`src/rtl/l1_dmem_arbiter.sv`:
```
// Round-robin arbiter/sequencer sharing one fixed-latency dmem port between NUM_REQ L1 data caches.
// Define L1_SNOOP_INV_EN to add the snoop_inv/snoop_addr write-invalidate outputs.
module l1_dmem_arbiter #(
  parameter int unsigned NUM_REQ = 2,
  parameter int unsigned ADDR_W  = 10,
  parameter int unsigned DATA_W  = 32,
  parameter int unsigned MEM_LAT = 2
) (
  input  logic                        clk,
  input  logic                        reset,
  input  logic [NUM_REQ-1:0]          req,
  input  logic [NUM_REQ-1:0]          req_we,
  input  logic [NUM_REQ*ADDR_W-1:0]   req_addr,
  input  logic [NUM_REQ*DATA_W-1:0]   req_wdata,
  output logic [NUM_REQ-1:0]          gnt,
  output logic [NUM_REQ-1:0]          done,
  output logic [DATA_W-1:0]           rdata,
  output logic                        mem_en,
  output logic                        mem_we,
  output logic [ADDR_W-1:0]           mem_addr,
  output logic [DATA_W-1:0]           mem_wdata,
  input  logic [DATA_W-1:0]           mem_rdata,
  output logic                        busy
`ifdef L1_SNOOP_INV_EN
  ,
  output logic [NUM_REQ-1:0]          snoop_inv,
  output logic [ADDR_W-1:0]           snoop_addr
`endif
);

  localparam int unsigned OWN_W = (NUM_REQ > 1) ? $clog2(NUM_REQ) : 1;
  localparam int unsigned CNT_W = $clog2(MEM_LAT + 1);

  typedef enum logic [1:0] {IDLE, ACCESS, RESP} state_t;

  state_t               state;
  state_t               state_next;
  logic [OWN_W-1:0]     rr_ptr;
  logic [OWN_W-1:0]     owner;
  logic [OWN_W-1:0]     winner;
  logic [OWN_W-1:0]     offset;
  logic [OWN_W:0]       win_sum;
  logic [CNT_W-1:0]     cnt;
  logic [2*NUM_REQ-1:0] req_dbl;
  logic [NUM_REQ-1:0]   req_rot;

  // Rotate requests so rr_ptr sits at bit 0, then take the lowest set bit.
  assign req_dbl = {req, req};
  assign req_rot = req_dbl[{1'b0, rr_ptr} +: NUM_REQ];

  always_comb begin
    offset = '0;
    for (int i = int'(NUM_REQ) - 1; i >= 0; i--) begin
      if (req_rot[i]) offset = OWN_W'(i);
    end
  end

  assign win_sum = {1'b0, rr_ptr} + {1'b0, offset};
  assign winner  = (win_sum >= (OWN_W+1)'(NUM_REQ)) ? OWN_W'(win_sum - (OWN_W+1)'(NUM_REQ))
                                                    : OWN_W'(win_sum);

  always_ff @(posedge clk) begin
    if (!reset) state <= IDLE;
    else        state <= state_next;
  end

  always_comb begin
    state_next = state;
    case (state)
      IDLE:    if (|req) state_next = ACCESS;
      ACCESS:  if (cnt == '0) state_next = RESP;
      RESP:    state_next = IDLE;
      default: state_next = IDLE;
    endcase
  end

  // Datapath: mem_* hold the winner's latched request for the whole access window.
  always_ff @(posedge clk) begin
    if (!reset) begin
      rr_ptr     <= '0;
      owner      <= '0;
      cnt        <= '0;
      gnt        <= '0;
      done       <= '0;
      rdata      <= '0;
      mem_en     <= 1'b0;
      mem_we     <= 1'b0;
      mem_addr   <= '0;
      mem_wdata  <= '0;
      busy       <= 1'b0;
`ifdef L1_SNOOP_INV_EN
      snoop_inv  <= '0;
      snoop_addr <= '0;
`endif
    end else begin
      gnt  <= '0;
      done <= '0;
      busy <= (state_next != IDLE);
`ifdef L1_SNOOP_INV_EN
      snoop_inv  <= '0;
      snoop_addr <= '0;
`endif
      case (state)
        IDLE: begin
          if (|req) begin
            owner     <= winner;
            cnt       <= CNT_W'(MEM_LAT - 1);
            gnt       <= NUM_REQ'(1) << winner;
            mem_en    <= 1'b1;
            mem_we    <= req_we[winner];
            mem_addr  <= req_addr[winner*ADDR_W +: ADDR_W];
            mem_wdata <= req_wdata[winner*DATA_W +: DATA_W];
          end
        end
        ACCESS: begin
          if (cnt == '0) begin
            rdata     <= mem_we ? '0 : mem_rdata;
            done      <= NUM_REQ'(1) << owner;
            mem_en    <= 1'b0;
            mem_we    <= 1'b0;
            mem_addr  <= '0;
            mem_wdata <= '0;
`ifdef L1_SNOOP_INV_EN
            if (mem_we) begin
              snoop_inv  <= ~(NUM_REQ'(1) << owner);
              snoop_addr <= mem_addr;
            end
`endif
          end else begin
            cnt <= cnt - 1'b1;
          end
        end
        RESP: begin
          rr_ptr <= (owner == OWN_W'(NUM_REQ - 1)) ? '0 : owner + 1'b1;
        end
        default: ;
      endcase
    end
  end

endmodule

```
`config.mk`:
```
export PLATFORM = sky130hd
export DESIGN_NAME = l1_dmem_arbiter
export DESIGN_NICKNAME = d
export VERILOG_FILES = /design/src/rtl/l1_dmem_arbiter.sv
export SDC_FILE = /design/constraint.sdc
export NUM_CORES = 1
export LEC_CHECK = 0
export CORE_UTILIZATION = 40
export DETAILED_ROUTE_END_ITERATION = 10
export GPL_TIMING_DRIVEN = 0
export PLACE_DENSITY = 0.81
export SLEW_MARGIN = 20
export SYNTH_ARGS = -nofsm -noshare
export SYNTH_HDL_FRONTEND = slang
export SYNTH_SLANG_ARGS = --single-unit
```
`constraint.sdc`:
```
create_clock -name clk -period 1.9 [get_ports clk]
set_input_delay 0.57 -clock clk [delete_from_list [all_inputs] [get_ports clk]]
set_output_delay 0.57 -clock clk [all_outputs]
set_load 0.01 [all_outputs]
```
Word level (Yosys, flattened, before mapping)
Cells that the tools add are included.

Register bits: 87. Output and inout bits: 81. Logic and storage cells: 64.

Add/sub/neg operators: 4. Multiply operators: 1. Magnitude comparators: 2. Equal/unequal tests: 5. Shift-type cells: 5. Muxes and demuxes: 24. Reductions and logical operators: 11.

Operator list (number): two-way mux 32 bit (3); case mux 32 bit (2 select lines) (1); variable part select 64 x 7 -> 32 bit (1); two-way mux 10 bit (2); case mux 10 bit (2 select lines) (1); variable part select 20 x 6 -> 10 bit (1); AND reduction 3 bit (4); two-way mux 1 bit (9); two-way mux 2 bit (4); case mux 2 bit (2 select lines) (2); inequality test 2 bit, second input constant (3); logical NOT 2 bit (2); multiplier 1 x 3 -> 4 bit, second input constant (1); case mux 1 bit (2 select lines) (2); AND reduction 2 bit (2); nonzero test 2 bit (2); variable part select 4 x 2 -> 2 bit (1); << shifter 1 x 1 -> 2 bit, first input constant (2); adder 1 x 1 -> 2 bit (1); == test 2 x 1 -> 1 bit, second input constant (1); == test 2 bit, second input constant (1); >= comparator 2 bit, second input constant (1); < comparator 1 x 2 -> 1 bit, second input constant (1); OR reduction 2 bit (1); other kinds (3) (3).

Depth between registers and ports, before layout
Gate-level depths: netlist of the first run.

Word-level depth: 10. Depth in mapped cells: 7. Mapped depth without buffers: 5.

Worst setup path after synthesis of the first run
OpenSTA, ideal clock, no wires.

Path type: input to register. Start point: input reset. End point: register rdata[11]. Setup time: 59 ps. Arrival: 1395 ps. Required time: 1841 ps. Slack: 446 ps. Stages: 5. Buffers on the path: 2. Cell sequence: buf_2 > nand4b_1 > nor2_2 > buf_2 > a22o_1.

RTL lines: start, declared (RTL line 10) `input logic reset,`; end signal, assigned (RTL line 117) `rdata <= mem_we ? '0 : mem_rdata;`; end, declared (RTL line 17) `output logic [DATA_W-1:0] rdata,`.

Worst setup path after layout of the first run
Start point: register rdata[0]. End point: output rdata[0].

No word-level cell between the ends.

==> out/results.ini, run 1 <==
[route]
via_per_inst=5.611
drtIter0Drc=138
vias=4068
ant_nets=0
wl_per_cell_um=17.78
wirelength_um=12890
drcViolationCount=0
dr.pass1.iters=4

[floorplanning]
start_util_pct=41.36
io_pins=203
coreArea_um2=9284
die_h_um=99.98
core.rowCount=35
die_area_um2=9996
die_w_um=99.98

[cts]
clk_latency_ns=0.36
clk_pin_slew_ns=0.11
clockRootBuffer=clkbuf_8
clock_path_buffers=2
cts_tree=yes
cts_sinks=87
h-tree-depth=3
numCtsBuffers=9

[setup_path]
crit_chain=clkdlybuf4s50_1
cpPeakStageDelay_ns=0.56
cp_data_arrival_time_ns=1.28
critPathRequiredTime_ns=1.33
crit_family=buffers and inverters
cp_slowest_cell=clkdlybuf4s50_1
rrSetupSlack_ns=0.16
critPathCaptureType=primary output
start_kind=flop
cp_max_fo=2
worstSetupPathType=reg -> out
critPathBufInv=1

[global_routing]
grt_max_degree=19
overflow=0
grt_antenna_before_repair=0
grt_pass1_vias=4082
grtUsageTotal_pct=25.15
grt_pass1_wl_um=20070

[final_layout]
layout_commonest_cell=clkdlybuf4s50_1
final_cell_mix=clkdlybuf4s50_1, dfxtp_1, o2111ai_1
nNetsFinal=714
drive_gt1_share_pct=10.74
postLayoutCoreUtil_pct=67.36
diodes=0
syn2layout_area_growth_pct=62.85
stdcell_area_um2=6254

[placed_design]
dp.final_hpwl_um=9277
routabilityCongestion=0.7474
place_area_um2=6023
port_buffers=202

[yosys]
synth_cell_types=35
syn-num-nets=499
ys.warnings.count=0
syn_area_um2=3840
synth.avg_cell_area_um2=10.21
ys_seq_elements=87
syn_inst=376
ys_seq_area_share_pct=45.36

[min_path]
hold_class=reg -> reg

[timing]
max_clock_freq_mhz=541.4
hold_viol=0
fin_tns_setup_ns=0
min_period_ns=1.847
fin_crit_sh_pct=97.20
rsz0062_at_grt=false
finClkSkew_ns=0.01794
slew_headroom_pct=62.61
finalSetupViolations=0
drv_slew=0
tightest_slew_ns=0.5609

[run_status]
status=finished clean

[power]
irDropWorstVdd_mv=0.4220
p_total_w=0.004777
power_density_nw_per_um2=763.9
p_leak_nw=2.230

[flow_run]
cap_violations=0

==> area by class of cell <==
cell class	count	area [µm²]
fillers	756	3030
multi-input cells	190	1650
plain buffers	50	284.0
inverters	49	183.9
clock inverters	7	70.07
repair buffers	204	2038
flip-flops and latches	87	1742
well taps	129	161.4
clock buffers	9	123.9
==> final timing paths <==
| check | endpoint | depth (start not counted) | start |
|---|---|---|---|
| min | done[0] | 1 | owner |
| max reg2reg | mem_addr[2] | 6 | cnt[1] |
| max | rdata[0] | 1 | rdata[0] |
| min reg2reg | done[0] | 1 | owner |
==> what timing repair did <==
action	4_1_cts	5_1_grt
gates cloned	0	0
hold endpoints to repair	0	0
hold buffers	0	0
resized for setup	2	8
pin swaps	0	1
setup buffers	0	2
endpoints found under the setup margin	3	22
==> state kept, by name (all words and copies together) (netlist names) <==
signal     flops
mem_wdata     32
rdata         32
mem_addr      10
cnt            2
done           2
gnt            2
state          2
busy           1
mem_en         1
mem_we         1
owner          1
rr_ptr         1
==> kinds of logic after synthesis <==
| group | Yosys count | synth area share (%) |
|---|---|---|
| AOI/OAI and AO/OA | 173 | 39.04 |
| adders and majority gates | 1 | 0.3258 |
| buffers and inverters | 99 | 11.96 |
| DFF | 87 | 45.36 |
| muxes | 2 | 0.5214 |
| and+or+nand+nor | 14 | 2.802 |
==> synth_stat cells (all sizes together) <==
library cell   n  area share (%)
a2111oi        1            0.23
a211oi         1            0.20
a21bo          1            0.26
a21boi         1            0.29
a21o           1            0.20
a22o          32             7.3
and2           3            0.49
buf           28             5.0
clkbuf        22             2.2
dfxtp         87              45
ha             1            0.33
inv           49             4.8
mux2i          2            0.52
nand2          1           0.098
nand2b         1            0.16
nand3b         2            0.39
nand4b         1            0.23
nor2           2            0.26
nor2b          2            0.59
nor3           1            0.26
nor3b          1            0.33
o2111ai       86              20
o211a          3            0.78
o211ai        43             9.1
o21a           1            0.20
o21ai          1            0.13
o31a           1            0.23
o31ai          1            0.55
==> per-stage QoR <==
stage / worst slack, ns / hold slack (ns) / cells
6_report: 0.05311 / 0.4540 / 725
5_1_grt: 0.0004358 / 0.4859 / 725
4_1_cts: 0.03391 / 0.4601 / 723
3_5_place_dp: -0.4025 / 0.4352 / 707
3_3_place_gp: -0.3502 / 0.4443 / 707
2_1_floorplan: 0.4465 / 0.4211 / 376
==> per-layer routing <==
metal	vias to the layer above	GRT usage, %	share of wire (%)
met4	0	9.253	1.8
met2	173	43.18	49
met5	-	0	0
met1	1958	31.35	43
met3	19	4.875	6.1
li1	1918	-	-
==> power breakdown <==
group	leakage [nW]	switching [W]	internal (W)
Clock	0.0977	0.000777	0.000520
Sequential	0.713	0.0000981	0.00201
Combinational	1.42	0.000624	0.000748
Total	2.23	0.00150	0.00328
==> worst reg2reg max path: stages, from the launching register on <==
cell and delay (ns):
dfxtp_1 0.33, inv_1 0.06, ha_1 0.30, nor2b_4 0.07, o31ai_4 0.52, buf_6 0.24, o211ai_1 0.10
Power figures use the tool's default switching activity.
==> inputs of run 2 (changes only) <==
--- a/config.mk
+++ b/config.mk
@@ -5,6 +5,7 @@
 export SDC_FILE = /design/constraint.sdc
 export NUM_CORES = 1
 export LEC_CHECK = 0
+export CAP_MARGIN = 20
 export CORE_UTILIZATION = 40
 export DETAILED_ROUTE_END_ITERATION = 10
 export GPL_TIMING_DRIVEN = 0
==> results of run 2 <==
The final DEF is identical to that of run 1; final timing and power are the same.
==> RTL change 1 (flow settings as in run 2) <==
Re-encode `state_t` (3 states) as one-hot, 3 bits wide.
--- a/src/rtl/l1_dmem_arbiter.sv
+++ b/src/rtl/l1_dmem_arbiter.sv
@@ -31,7 +31,7 @@
   localparam int unsigned OWN_W = (NUM_REQ > 1) ? $clog2(NUM_REQ) : 1;
   localparam int unsigned CNT_W = $clog2(MEM_LAT + 1);
 
-  typedef enum logic [1:0] {IDLE, ACCESS, RESP} state_t;
+  typedef enum logic [2:0] {IDLE = 3'b001, ACCESS = 3'b010, RESP = 3'b100} state_t;
 
   state_t               state;
   state_t               state_next;
Formal check against the unedited RTL: same outputs for any inputs over 10 cycles, from zero or initial values and one cycle with reset low; not proved beyond that.
==> RTL change 1 against run 2 <==
Routed wire length decreased by 14%; die area is 7.1% lower; area after synthesis shrank 7.3%; final area shrank 4.6%; sequential cell count rose by 1; fmax down 0.53%; setup slack got worse by 0.0098 ns; via count fell by 12%; total power shrank 5.3%.
==> RTL change 1: results (changes against run 2) <==
M1 GR Usage: 24.8% (-6.6 points)
Global-route wire length before repair: 16.2 mm (-19%)
DR vias: 3596 (-12%)
Met2 routed WL: 5.46 mm (-13%)
Max VDD drop: 399 uV (-5.5%)
Fraction of layout cells with a size suffix above 1: 14.5% (+3.7 points)
GPL Wtd Cong: 0.755 (+1.0%)
Sw Pwr: 0.00126 W (-16%)
Post-synthesis sequential area ratio: 49.5% (+4.1 points)
Post-Route M1 WL: 4.29 mm (-23%)
Non-Filler Instances: 695 (-4.1%)
FMAX: 0.539 GHz (-0.53%)
Worst Path Arrival: 2.13 ns (+0.85 ns)
Worst clock skew: 0.0144 ns (-0.00355 ns)
DRT iter0 DRCs: 100 (-28%)
# resized after CTS: 1 (-1)
Post-Place Setup Slack: -0.356 ns (+0.0464 ns)
GRT met2 Usage: 40.8% (-2.4 points)
Row count: 34 (-2.9%)
Reg2Reg Setup Slack: 0.31 ns (+0.15 ns)
Fillers: 698 (-7.7%)
DR WL met3: 1.13 mm (+43%)
Final wirelength: 11.1 mm (-14%)
Layout net count: 705 (-1.3%)
Status: finished clean
R2R Path Start: cnt[0]$_SDFFE_PN0P_
Post-placement cell area: 5720 um^2 (-5.1%)
Sequential cell power: 0.00207 W (-2%)
GRT Util Overall: 22.9% (-2.2 points)
Slew HR: 74.0% (+11 points)
Ranking of synthesized cells by area: dfxtp_1 49%, o31ai_2 11%, a22o_1 7.9%, a21oi_1 6.0%, nor2_1 5.3%
Syn Nets: 491 (-1.6%)
DPL Wire Length: 8.29 mm (-11%)
CP Max Fanout: 10 (+8)
Worst hold start: mem_en$_SDFFE_PN0P_
Worst setup path start: reset
Met3 Usage GRT: 8.37% (+3.5 points)
Leakage: 2.31 nW (+3.4%)
## RTL change 1: final cells by class
class / instances / area [um^2] / area share [%]
timing repair buffer: 202 / 2030 / 33.9
clock buffer: 10 / 128 / 2.14
clock inverter: 6 / 76.3 / 1.28
multi-input combinational: 245 / 1600 / 26.9
buffer: 30 / 215 / 3.61
tap: 108 / 135 / 2.26
sequential: 88 / 1760 / 29.5
inverter: 6 / 22.5 / 0.377
## RTL change 1: cell families after synthesis
kind of cell | share of synthesized area, %
AO/OA/AOI/OAI | 29.2
adder cells (fa/ha/maj) | 0.738
buffers and inverters | 6.11
flip-flops | 49.5
AND/OR/NAND/NOR | 14.5
## RTL change 1: final timing paths
kind / to / cells after the start
worst max-delay path: mem_wdata[27]$_SDFFE_PN0P_ / 6
worst min-delay path: mem_en$_SDFFE_PN0P_ / 2
worst max register to register: rdata[29]$_SDFFE_PN0P_ / 6
worst min register to register: mem_en$_SDFFE_PN0P_ / 2
==> RTL change 2 (settings of run 2) <==
Made on the original files. Add a define of `L1_SNOOP_INV_EN`.
--- a/src/rtl/l1_dmem_arbiter.sv
+++ b/src/rtl/l1_dmem_arbiter.sv
@@ -1,5 +1,7 @@
 // Round-robin arbiter/sequencer sharing one fixed-latency dmem port between NUM_REQ L1 data caches.
 // Define L1_SNOOP_INV_EN to add the snoop_inv/snoop_addr write-invalidate outputs.
+`define L1_SNOOP_INV_EN
+
 module l1_dmem_arbiter #(
   parameter int unsigned NUM_REQ = 2,
   parameter int unsigned ADDR_W  = 10,
Function (old outputs only; new: snoop_addr and snoop_inv): kept (Yosys induction, for registers that start in step).
==> RTL change 2 against run 2 <==
Register-to-register slack better by 0.04 ns; clock power is essentially flat; count of clock-buffer cells in the layout did not move; final area rose by 6.5%; sequential cell count up 12; clock skew is 0.0036 ns lower; non-clock buffer count up 12; total power grew 6.0%; setup slack worse by 0.0021 ns; fmax down 0.11%; routed wire length up 7.7%; area after synthesis rose by 8.0%; critical endpoint is now mem_wdata[17]; largest power group unchanged.
==> RTL change 2: results (changes against run 2) <==
Multi-Input Combinational: 202 (+6.3%)
Biggest regs: mem_wdata (32), rdata (32)
DRT iter0 DRCs: 225 (+63%)
Worst clock skew: 0.0144 ns (-0.00357 ns)
Commonest cells post-synth: 99 x dfxtp_1, 86 x o2111ai_1, 46 x inv_1, 38 x o211ai_1, 32 x a22o_1
Pre-Repair DR Iteration Count: 5 (+1)
Sw Pwr: 0.00156 W (+3.8%)
# port buffers: 214 (+5.9%)
DPL Wire Length: 10.3 mm (+11%)
GRT Util Overall: 25.4% (+0.26 points)
Buffer share of cell area: 36.5% (-0.59 points)
Max VDD drop: 482 uV (+14%)
Met2 routed WL: 6.86 mm (+8.7%)
Vias in the first global route: 4232 (+3.7%)
Non-Clock Buffer Count: 266 (+4.7%)
Status: finished clean
GPL Wtd Cong: 0.788 (+5.4%)
Global-route wire length before repair: 22.1 mm (+10%)
Layout net count: 750 (+5.0%)
Post-Route M1 WL: 5.85 mm (+5.3%)
Clock sinks: 99 (+14%)
DR WL met3: 929 um (+17%)
Fraction of area in registers: 29.7% (+1.9 points)
Final wirelength: 13.9 mm (+7.7%)
Ranking of synthesized cells by area: dfxtp_1 48%, o2111ai_1 18%, o211ai_1 6.9%, a22o_1 6.8%, inv_1 4.2%
Clk cell area share: 2.74% (-0.36 points)
## RTL change 2: cell count changes after synthesis, moves of 2 or more
cell / before / now
buf_4: 2 / 4
buf_1: 2 / 0
buf_2: 16 / 14
dfxtp_1: 87 / 99
nor3_1: 0 / 12
clkbuf_1: 22 / 27
## RTL change 2: cell families after synthesis
| group | share of synthesized area, % |
|---|---|
| AO/OA/AOI/OAI | 36.1 |
| adder cells (fa/ha/maj) | 0.302 |
| buffers and inverters | 11.2 |
| flip-flops | 47.8 |
| multiplexers | 0.483 |
| AND/OR/NAND/NOR | 4.10 |
## RTL change 2: stage by stage
stage / cell area (um^2) / TNS, ns / std cells / hold WS, ns
global placement: 6460 / -20.86 / 749 / 0.448
finish: 6660 / 0 / 765 / 0.476
detailed placement: 6460 / -25.76 / 749 / 0.453
floorplan: 4150 / 0 / 402 / 0.435
global route: 6660 / 0 / 765 / 0.486
CTS: 6640 / 0 / 765 / 0.475
## RTL change 2: power groups by stage
stage | Combinational (W) | Sequential (W) | Clock [W]
after floorplan | 0.000544 | 0.00248 | 0
after global placement | 0.00136 | 0.00240 | 0
after detailed placement | 0.00139 | 0.00241 | 0
after CTS | 0.00140 | 0.00236 | 0.00132
after global routing | 0.00150 | 0.00238 | 0.00141
final | 0.00140 | 0.00236 | 0.00130
## RTL change 2: final timing paths
check                                                end  slack (ns)                       start  cells after the start
worst min-delay path                 mem_en$_SDFFE_PN0P_        0.48         mem_en$_SDFFE_PN0P_                      1
worst max register to register  mem_addr[6]$_SDFFE_PN0P_        0.20         cnt[0]$_SDFFE_PN0P_                      6
worst min register to register       mem_en$_SDFFE_PN0P_        0.48         mem_en$_SDFFE_PN0P_                      1
worst max-delay path                       mem_wdata[17]        0.05  mem_wdata[17]$_SDFFE_PN0P_                      1
